File: config.mk
export PLATFORM = sky130hd
export DESIGN_NAME = vxe_intr_msg
export DESIGN_NICKNAME = d
export VERILOG_FILES = /design/src/rtl/vxe_intr_msg_pkg.sv /design/src/rtl/vxe_edge_det.sv /design/src/rtl/vxe_intr_msg.sv
export SDC_FILE = /design/constraint.sdc
export NUM_CORES = 1
export LEC_CHECK = 0
export ABC_AREA = 0
export CORE_MARGIN = 4
export CORE_UTILIZATION = 30
export CTS_CLUSTER_DIAMETER = 50
export CTS_CLUSTER_SIZE = 10
export DETAILED_ROUTE_END_ITERATION = 6
export HOLD_SLACK_MARGIN = 0.03
export PLACE_DENSITY = 0.52
export SLEW_MARGIN = 30
export SYNTH_ARGS = -nofsm -noshare
export SYNTH_HDL_FRONTEND = slang
export SYNTH_HIERARCHICAL = 1
export SYNTH_SLANG_ARGS = --single-unit
File: constraint.sdc
create_clock -name clk -period 2.7 [get_ports clk]
set_clock_uncertainty 0.2 [all_clocks]
set_input_delay 0.54 -clock clk [delete_from_list [all_inputs] [get_ports clk]]
set_output_delay 0.54 -clock clk [all_outputs]
set_load 0.005 [all_outputs]
File: src/rtl/vxe_intr_msg_pkg.sv
// Shared types for the interrupt message path: FSM encoding and default sizes.
package vxe_intr_msg_pkg;

   localparam int NR_INT_DEF = 4;
   localparam int CNT_W_DEF  = 16;

   typedef enum logic [1:0] {
      IDLE = 2'd0,
      SEND = 2'd1,
      HOLD = 2'd2
   } state_e;

endpackage

File: src/rtl/vxe_edge_det.sv
// Registered rising-edge detector over a vector; a bit already high in the
// first cycle after reset is reported as an edge.
module vxe_edge_det #(
   parameter int W = 4
) (
   input  logic         clk,
   input  logic         rst,
   input  logic [W-1:0] din,
   output logic [W-1:0] rise
);

   logic [W-1:0] prev_q;

   always_ff @(posedge clk) begin
      if (rst) prev_q <= '0;
      else     prev_q <= din;
   end

   assign rise = din & ~prev_q;

endmodule

File: src/rtl/vxe_intr_msg.sv
// Turns active interrupt sources into batched MSI-style messages with a
// programmable hold-off between messages so bursts coalesce.
module vxe_intr_msg
   import vxe_intr_msg_pkg::*;
#(
   parameter int NR_INT = NR_INT_DEF,
   parameter int CNT_W  = CNT_W_DEF
) (
   input  logic              clk,
   input  logic              rst,
   input  logic [NR_INT-1:0] i_active,
   input  logic              i_cfg_en,
   input  logic [CNT_W-1:0]  i_holdoff,
   output logic              o_msg_valid,
   output logic [NR_INT-1:0] o_msg_vec,
   input  logic              i_msg_ready,
   output logic [NR_INT-1:0] o_pending,
   output logic              o_busy
);

   state_e              state_q, state_d;
   logic [NR_INT-1:0]   rise, pend_q, msg_q, clr;
   logic [CNT_W-1:0]    cnt_q;
   logic                load_msg, load_cnt;

   vxe_edge_det #(.W(NR_INT)) u_edge (
      .clk  (clk),
      .rst  (rst),
      .din  (i_active),
      .rise (rise)
   );

   always_comb begin
      state_d     = state_q;
      clr         = '0;
      load_msg    = 1'b0;
      load_cnt    = 1'b0;
      o_msg_valid = 1'b0;
      o_msg_vec   = '0;
      case (state_q)
         IDLE: begin
            if (i_cfg_en && (pend_q != '0)) begin
               load_msg = 1'b1;
               clr      = pend_q;
               state_d  = SEND;
            end
         end
         SEND: begin
            o_msg_valid = 1'b1;
            o_msg_vec   = msg_q;
            if (i_msg_ready) begin
               if (i_holdoff == '0) begin
                  state_d = IDLE;
               end else begin
                  load_cnt = 1'b1;
                  state_d  = HOLD;
               end
            end
         end
         HOLD: begin
            if (cnt_q == CNT_W'(1)) state_d = IDLE;
         end
         default: state_d = IDLE;
      endcase
   end

   // Edges arriving in the capture cycle are OR-ed in after the clear, so they
   // stay pending for the next message.
   always_ff @(posedge clk) begin
      if (rst) begin
         state_q <= IDLE;
         pend_q  <= '0;
         msg_q   <= '0;
         cnt_q   <= '0;
      end else begin
         state_q <= state_d;
         pend_q  <= (pend_q & ~clr) | rise;
         if (load_msg) msg_q <= pend_q;
         if (load_cnt)               cnt_q <= i_holdoff;
         else if (state_q == HOLD)   cnt_q <= cnt_q - CNT_W'(1);
      end
   end

   assign o_pending = pend_q;
   assign o_busy    = (state_q != IDLE);

endmodule

# After elaboration in Yosys (flattened, before gate mapping)
# Index checks and enable logic that the tools add are counted.
dict set report word_totals {
  memories 0
  out_inout_bits 10
  mem_bits_rw 0
  romBits 0
  reg_bits 30
  latchBits 0
}
dict set report op_classes {
  div_mod_pow 0
  shifts 0
  mux 16
  multipliers 0
  addsub 1
  magnitude_cmp 0
  n_bitwise 5
  eq_ne 6
  n_reduce_logical 7
}
# op count
set op_table {}
lappend op_table {{16-bit 2-to-1 mux} 2}
lappend op_table {{16-bit by 1-bit equality test with 1-bit output, second input constant} 1}
lappend op_table {{16-bit zero test} 1}
lappend op_table {{16-bit by 1-bit subtractor with 16-bit output, second input constant} 1}
lappend op_table {{4-bit 2-to-1 mux} 3}
lappend op_table {{4-bit bitwise AND} 2}
lappend op_table {{2-bit 2-to-1 mux} 4}
lappend op_table {{4-bit inverter} 2}
lappend op_table {{1-bit 2-to-1 mux} 6}
lappend op_table {{2-bit != test, second input constant} 3}
lappend op_table {{2-bit case mux with 3 select lines} 1}
lappend op_table {{4-bit bitwise OR} 1}
lappend op_table {{2-bit nonzero test} 2}
lappend op_table {{4-bit nonzero test} 1}
lappend op_table {{3-bit AND reduction} 1}
lappend op_table {{2-bit by 1-bit equality test with 1-bit output, second input constant} 1}
lappend op_table {{2-bit equality test, second input constant} 1}
lappend op_table {{2-bit zero test} 1}
lappend op_table {{1-bit logical AND} 1}

# Logic depth before layout (Yosys ltp)
# Gate-level depths: netlist of run 1.
dict set report logic_depth {
  ltp_word 7
  mapped_depth 7
}

# Modules after synthesis
# The synthesis of run 1 kept the hierarchy.
# module instances area_each_um2 cells_each
set modules_own_cells {}
lappend modules_own_cells {vxe_intr_msg 1 1282.5 151}
lappend modules_own_cells {vxe_edge_det 1 140.1 12}

# Least setup slack after synthesis of run 1
# Ideal clock, no wire load.
dict set report synth_timing {
  kind {register to register}
  startpoint {register cnt_q[8]}
  endpoint {register cnt_q[15]}
  setup_time_ns 0.074
  t_arrival_ns 1.923
  path_stages_with_launch 5
  t_required_ns 2.426
  path_slack_ns 0.503
  synth_period_minus_slack_ns 2.197
  path_cell_list {dfxtp_1 -> or4_4 -> or4_4 -> or4_1 -> a31oi_1}
}
dict set report synth_via {
  elab_chain_len 3
}
# item line_no
set synth_rtl {}
lappend synth_rtl {{start, declared} vxe_intr_msg.sv:23} ;# logic [CNT_W-1:0] cnt_q;
lappend synth_rtl {{start signal, assigned} vxe_intr_msg.sv:79} ;# if (load_cnt) cnt_q <= i_holdoff;
lappend synth_rtl {{start signal, assigned} vxe_intr_msg.sv:80} ;# else if (state_q == HOLD) cnt_q <= cnt_q - CNT_W'(1);
lappend synth_rtl {{16-bit by 1-bit subtractor with 16-bit output} vxe_intr_msg.sv:80}
lappend synth_rtl {{16-bit 2-to-1 mux} vxe_intr_msg.sv:80}
lappend synth_rtl {{16-bit 2-to-1 mux} vxe_intr_msg.sv:79}
# No other way between the ends. The select of a mux whose other input is x is not followed.
# A chain may end at the register's enable or synchronous reset.

# Final worst setup path of run 1
dict set report layout_timing {
  startpoint {register state_q[0]}
  endpoint {output port o_msg_vec[1]}
}
dict set report layout_via {
  elab_chain_len 2
}
# item line_no
set layout_rtl {}
lappend layout_rtl {{start, declared} vxe_intr_msg.sv:21} ;# state_e state_q, state_d;
lappend layout_rtl {{start signal, assigned} vxe_intr_msg.sv:76} ;# state_q <= state_d;
lappend layout_rtl {{2-bit by 1-bit equality test with 1-bit output} vxe_intr_msg.sv:40} ;# case (state_q)
lappend layout_rtl {{4-bit 2-to-1 mux} vxe_intr_msg.sv:40}
lappend layout_rtl {{end, declared} vxe_intr_msg.sv:15} ;# output logic [NR_INT-1:0] o_msg_vec,
# No other way between the ends.

==> results of run 1 <==
## layout make-up
type / instances / share of cell area, %
Inverter: 3 / 0.583
Multi-Input combinational cell: 123 / 40.6
Clock buffer: 6 / 4.27
Sequential cell: 30 / 31.1
Clock inverter: 2 / 0.648
Tap cell: 52 / 3.37
Timing Repair Buffer: 39 / 19.4
## per-stage QoR
stage          hold WS, ns  instances  area (um^2)
2_1_floorplan        0.255        163         1420
3_3_place_gp         0.265        247         1840
3_5_place_dp         0.279        247         1840
4_1_cts              0.296        255         1930
6_report             0.291        255         1930
5_1_grt              0.328        255         1930
## final timing paths
check | endpoint | from | slack, ns | cells past startpoint
max | o_msg_vec[1] | state_q[0]$_SDFFE_PP0P_ | 0.26 | 3
max reg2reg | cnt_q[15]$_SDFFE_PP0P_ | cnt_q[8]$_SDFFE_PP0P_ | 0.37 | 4
min reg2reg | msg_q[2]$_SDFFE_PP0P_ | msg_q[2]$_SDFFE_PP0P_ | 0.29 | 2
min | msg_q[2]$_SDFFE_PP0P_ | msg_q[2]$_SDFFE_PP0P_ | 0.29 | 2
## state kept, by name (all words and copies together), names as in the netlist
signal and cells:
cnt_q 16, msg_q 4, o_pending 4, u_edge/prev_q 4, state_q 2
## metal layers
layer	vias up	GRT usage (%)	wire length, um
li1	691	-	-
met5	-	0	0
met2	52	21.7	1820
met1	657	18.7	1920
met3	5	3.63	238
met4	0	4.89	48
## worst max-delay path, delay by kind of cell (launching register included)
| family | cells | cell delay [ns] |
|---|---|---|
| buffers and inverters | 1 | 0.50 |
| and+or+nand+nor | 2 | 0.50 |
| DFF | 1 | 0.41 |
## layout by cell type (no fill, tap or decap), types with 6 or more instances in the layout
cell	Yosys	layout
clkdlybuf4s50_1	0	33
dfxtp_1	30	30
a21oi_1	15	15
nor2_1	13	13
nand2_1	12	12
a31oi_1	9	9
nor2b_1	7	7
nor4_1	6	6
clkbuf_8	0	6
buf_4	0	6
## report_power, final
group / internal, mW / switching, mW
Combinational: 0.125 / 0.113
Sequential: 0.477 / 0.0337
Clock: 0.205 / 0.178
## logic make-up (layout without fill, tap and decap cells)
| group | Yosys count | in the layout | synth area share, % |
|---|---|---|---|
| AO/OA/AOI/OAI | 42 | 42 | 20.0 |
| adder cells (fa/ha/maj) | 2 | 2 | 1.76 |
| buffers and inverters | 10 | 50 | 2.64 |
| flip-flops | 30 | 30 | 42.2 |
| multiplexers | 4 | 4 | 2.81 |
| AND/OR/NAND/NOR | 75 | 75 | 30.6 |
==> qor.csv, run 1 <==
metric;value;unit
area of the multi-input gates;785;um^2
# rows;24;
largest net degree at the start of global routing;17;
height of the die;76.9;um
DIE AREA;5910;um^2
DRC;0;
critical path launch point type;register;
Largest stage delay, worst path;0.50;ns
Synth Flop Type;dfxtp_1;
Worst EP required;1.96;ns
Period minus WS final;2.44;ns
final WL;4.03;mm
Syn Nets;189;
share of the synthesized area in the top cell type;42.2;%
synthesized area;1420;um^2
CTS tree;built;
cells along the critical path;nor2b_1 > and2_1 > clkdlybuf4s50_1;
slowest CP cell;clkdlybuf4s50_1;
# H-tree levels;2;
endpoint class of the critical path;output port;
routability cong.;0.830;
number of synthesized flops with an enable pin;0;
most common cell in the netlist;dfxtp_1;
post-cts gate resize count;0;
most frequent cells after synthesis;dfxtp_1, a21oi_1, nor2_1;
setup TNS;0;ns
final net count;228;
endpoints failing setup;0;
Clock Sinks;30;
power per cell area;586;nW/um^2
RSZ-0062 raised after global routing;false;
max_cap viols;0;
Synth cell types;36;
CTS Hold Bufs;0;
crit share post-route;90.3;%
filler instances;444;
outcome;completed;
synthesis warning total;6;
Detailed Routing Iterations Pass 1;4;
Seq. cell area;601;um^2
first-pass GRT wire length;6.70;mm
hold crit path type;reg -> reg;
clock slew at reported path FFs;0.07;ns
layout cells sized above 1;14.8;%
initial antenna violation count;0;
GRT overflow;0;
Iter 0 DRT Violations;160;
Util after Layout;43.2;%
leading area contributor after synthesis;dfxtp_1;
via count;1405;
final max-slew violation count;0;
Synth Instances;163;
Async SR Flop Fraction;0;%
Leakage;0.696;nW
I/O Buffers;33;
Die Span X;76.9;um
Avg WL per Cell;15.8;um
Initial Utilization;31.8;%
peak supply drop;0.000319;V
Fin. Hold Viols;0;
TritonCTS Buffers;5;
antenna cells;0;
Detail Placement HPWL;3.01;mm
Critical Path AT;1.70;ns
Least-Margin Pin Slew;0.667;ns
Routed Antenna Nets;0;
DR vias/cell;5.51;
Setup WS pre-CTS;0.173;ns
final setup margin;0.262;ns
Overall Global Routing Usage;14.0;%
Area Growth Syn to Fin;35.8;%
Post-Syn Area per Cell;8.73;um^2
vias in the first global route;1389;
top cells by area, synth;dfxtp_1, a21oi_1, a31oi_1;
sequential fraction of the synthesis area;42.2;%
total power;1.13;mW
Slew headroom;54.9;%
Synth Register Bits;30;
clk buf depth;2;
Post-CTS Setup Bufs;0;
Clk Latency, worst-skew pair;0.28;ns
IO Pins;34;
core area;4470;um^2
Root Driver;clkbuf_8;
Max Freq;410;MHz
crit-path max FO;6;
Worst Setup Path Type;reg -> out;
Power figures use the tool's default switching activity.
==> run 2: changes to the inputs <==
Settings changed: RECOVER_POWER set to 50, SYNTH_HIERARCHICAL 1 to unset.
==> run 2 against run 1 <==
Utilization is 0.78 points lower. First-iteration DRC count fell by 41%. Die area grew 1.9%. Non-clock buffer count rose by 2. Sequential cell count stayed put. Synthesized cell count is the same. Sequential power grew 1%. Combinational power rose by 6%. Largest power group unchanged.
==> qor.csv, run 2 <==
metric;value;unit
most frequent cells after synthesis;dfxtp_1, a21oi_1, nand2_1;
Post-DP Area;1880;um^2
Critical Path AT;1.77;ns
setup TNS;0;ns
cells along the critical path;nor2b_1 > and2_1 > clkdlybuf4s50_1;
CP bufs+invs;1;
Seq. cell area;601;um^2
Fin. Hold Viols;0;
Max Freq;399;MHz
# H-tree levels;2;
clock slew at reported path FFs;0.06;ns
DIE AREA;6020;um^2
Largest stage delay, worst path;0.50;ns
max_cap viols;0;
Detail Placement HPWL;3.05;mm
DRC;0;
Clk Latency, worst-skew pair;0.29;ns
crit share post-route;92.9;%
filler instances;471;
Period minus WS final;2.51;ns
Flop pwr share;42.9;%
post-route cell area;1990;um^2
largest net degree at the start of global routing;13;
most frequent cells in the layout;dfxtp_1, clkdlybuf4s50_1, a21oi_1;
final WL;4.21;mm
Least-Margin Pin Slew;0.553;ns
max reg flops;16;
Die Span X;77.6;um
slowest CP cell;clkdlybuf4s50_1;
Slew headroom;62.8;%
post-cts gate resize count;0;
GRT overflow;0;
outcome;completed;
antenna cells;0;
layout cells sized above 1;11.7;%
synthesized area;1450;um^2
DR vias/cell;5.60;
synthesis warning total;0;
combinational share of power;21.0;%
IO Pins;34;
vias in the first global route;1520;
via count;1451;
clk buf depth;2;
endpoints failing setup;0;
Sw Ratio;27.5;%
share of the synthesized area in the top cell type;41.3;%
Async SR Flop Fraction;0;%
initial antenna violation count;0;
Synth Flop Type;dfxtp_1;
area of the multi-input gates;798;um^2
Detailed Routing Iterations Pass 1;4;
Overall Global Routing Usage;14.6;%
Top reg by flops;cnt_q;
Leakage;0.750;nW
Top delay family on crit path;simple AND/OR/NAND/NOR gates;
Syn Nets;189;
Avg WL per Cell;16.3;um
Synth Instances;163;
Area Growth Syn to Fin;37.0;%
sequential fraction of the synthesis area;41.3;%
TritonCTS Buffers;5;
Clock Sinks;30;
RSZ-0062 raised after global routing;false;
routability cong.;0.849;
CTS Hold Bufs;0;
total power;1.20;mW
final net count;230;
endpoint class of the critical path;output port;
crit-path max FO;9;
core area;4690;um^2
Worst EP required;1.96;ns
Initial Utilization;31.0;%
critical path launch point type;register;
power per cell area;605;nW/um^2
# rows;25;
Root Driver;clkbuf_8;
Routed Antenna Nets;0;
top cells by area, synth;dfxtp_1, a21oi_1, a31oi_1;
final max-slew violation count;0;
height of the die;77.6;um
peak supply drop;0.000230;V
most common cell in the netlist;dfxtp_1;
Iter 0 DRT Violations;95;
leading area contributor after synthesis;dfxtp_1;
first-pass GRT wire length;6.98;mm
Clk pwr share;36.1;%
CTS tree;built;
I/O Buffers;33;
Synth cell types;46;
Synth Register Bits;30;
most common cell after layout, fill and taps aside;dfxtp_1;
Post-Syn Area per Cell;8.91;um^2
number of synthesized flops with an enable pin;0;
Internal Power;872;uW
Psw;331;uW
Post-CTS Setup Bufs;0;
Worst Setup Path Type;reg -> out;
hold crit path type;reg -> reg;
-- run 2: cell count changes after synthesis, sizes merged, moves of 4 or more --
cell   delta
nor2b     -4
inv       +4
a21oi     -4
a22o      +4
nor2      -5
-- run 2: path summary, 6_finish.rpt --
| check | cells past startpoint | startpoint | to | slack, ns |
|---|---|---|---|---|
| setup / recovery | 3 | state_q[0]$_SDFFE_PP0P_ | o_msg_vec[3] | 0.19 |
| hold / removal | 2 | u_edge.prev_q[2]$_SDFF_PP0_ | o_pending[2]$_SDFF_PP0_ | 0.27 |
| setup reg to reg | 4 | state_q[1]$_SDFFE_PP0P_ | cnt_q[13]$_SDFFE_PP0P_ | 0.50 |
| hold reg to reg | 2 | u_edge.prev_q[2]$_SDFF_PP0_ | o_pending[2]$_SDFF_PP0_ | 0.27 |
-- run 2: final cells by class --
type | count | share of cell area (%)
Sequential cell | 30 | 30.2
Clock buffer | 8 | 5.53
Timing Repair Buffer | 41 | 19.4
Tap cell | 54 | 3.40
Multi-Input combinational cell | 119 | 40.1
Inverter | 7 | 1.32
-- run 2: power groups by stage --
stage	clock [mW]	combinational (mW)	sequential [mW]
global route	0.464	0.278	0.522
detailed placement	0	0.254	0.526
finish	0.434	0.253	0.516
floorplan	0	0.146	0.516
CTS	0.449	0.256	0.516
global placement	0	0.251	0.525
-- run 2: cells by family after synthesis --
logic type	share of synthesized area (%)
DFF	41.3
AOI/OAI and AO/OA	23.2
adders and majority gates	1.72
buffers and inverters	3.70
and+or+nand+nor	26.5
muxes	3.53
-- run 2: metrics by stage --
step	utilization, %	hold slack, ns	setup WS (ns)	instances
6_report	42.4	0.274	0.192	259
5_1_grt	42.4	0.304	0.0959	259
4_1_cts	42.5	0.280	0.212	259
3_5_place_dp	40.1	0.269	0.116	251
3_3_place_gp	40.1	0.255	0.236	251
2_1_floorplan	-	0.246	0.704	163
-- run 2: worst register-to-register path, cell delays in order, from the launching register on --
cell and delay (ns):
dfxtp_1 0.45, nor3b_1 0.41, nand4_1 0.36, or3_2 0.51, a31oi_1 0.19
-- run 2: routing by layer --
layer	track usage (%)	vias up	wire length (um)
met5	0	-	0
met4	5.87	0	63
met3	4.64	9	262
met2	23.9	49	1960
met1	17.5	693	1920
li1	-	700	-
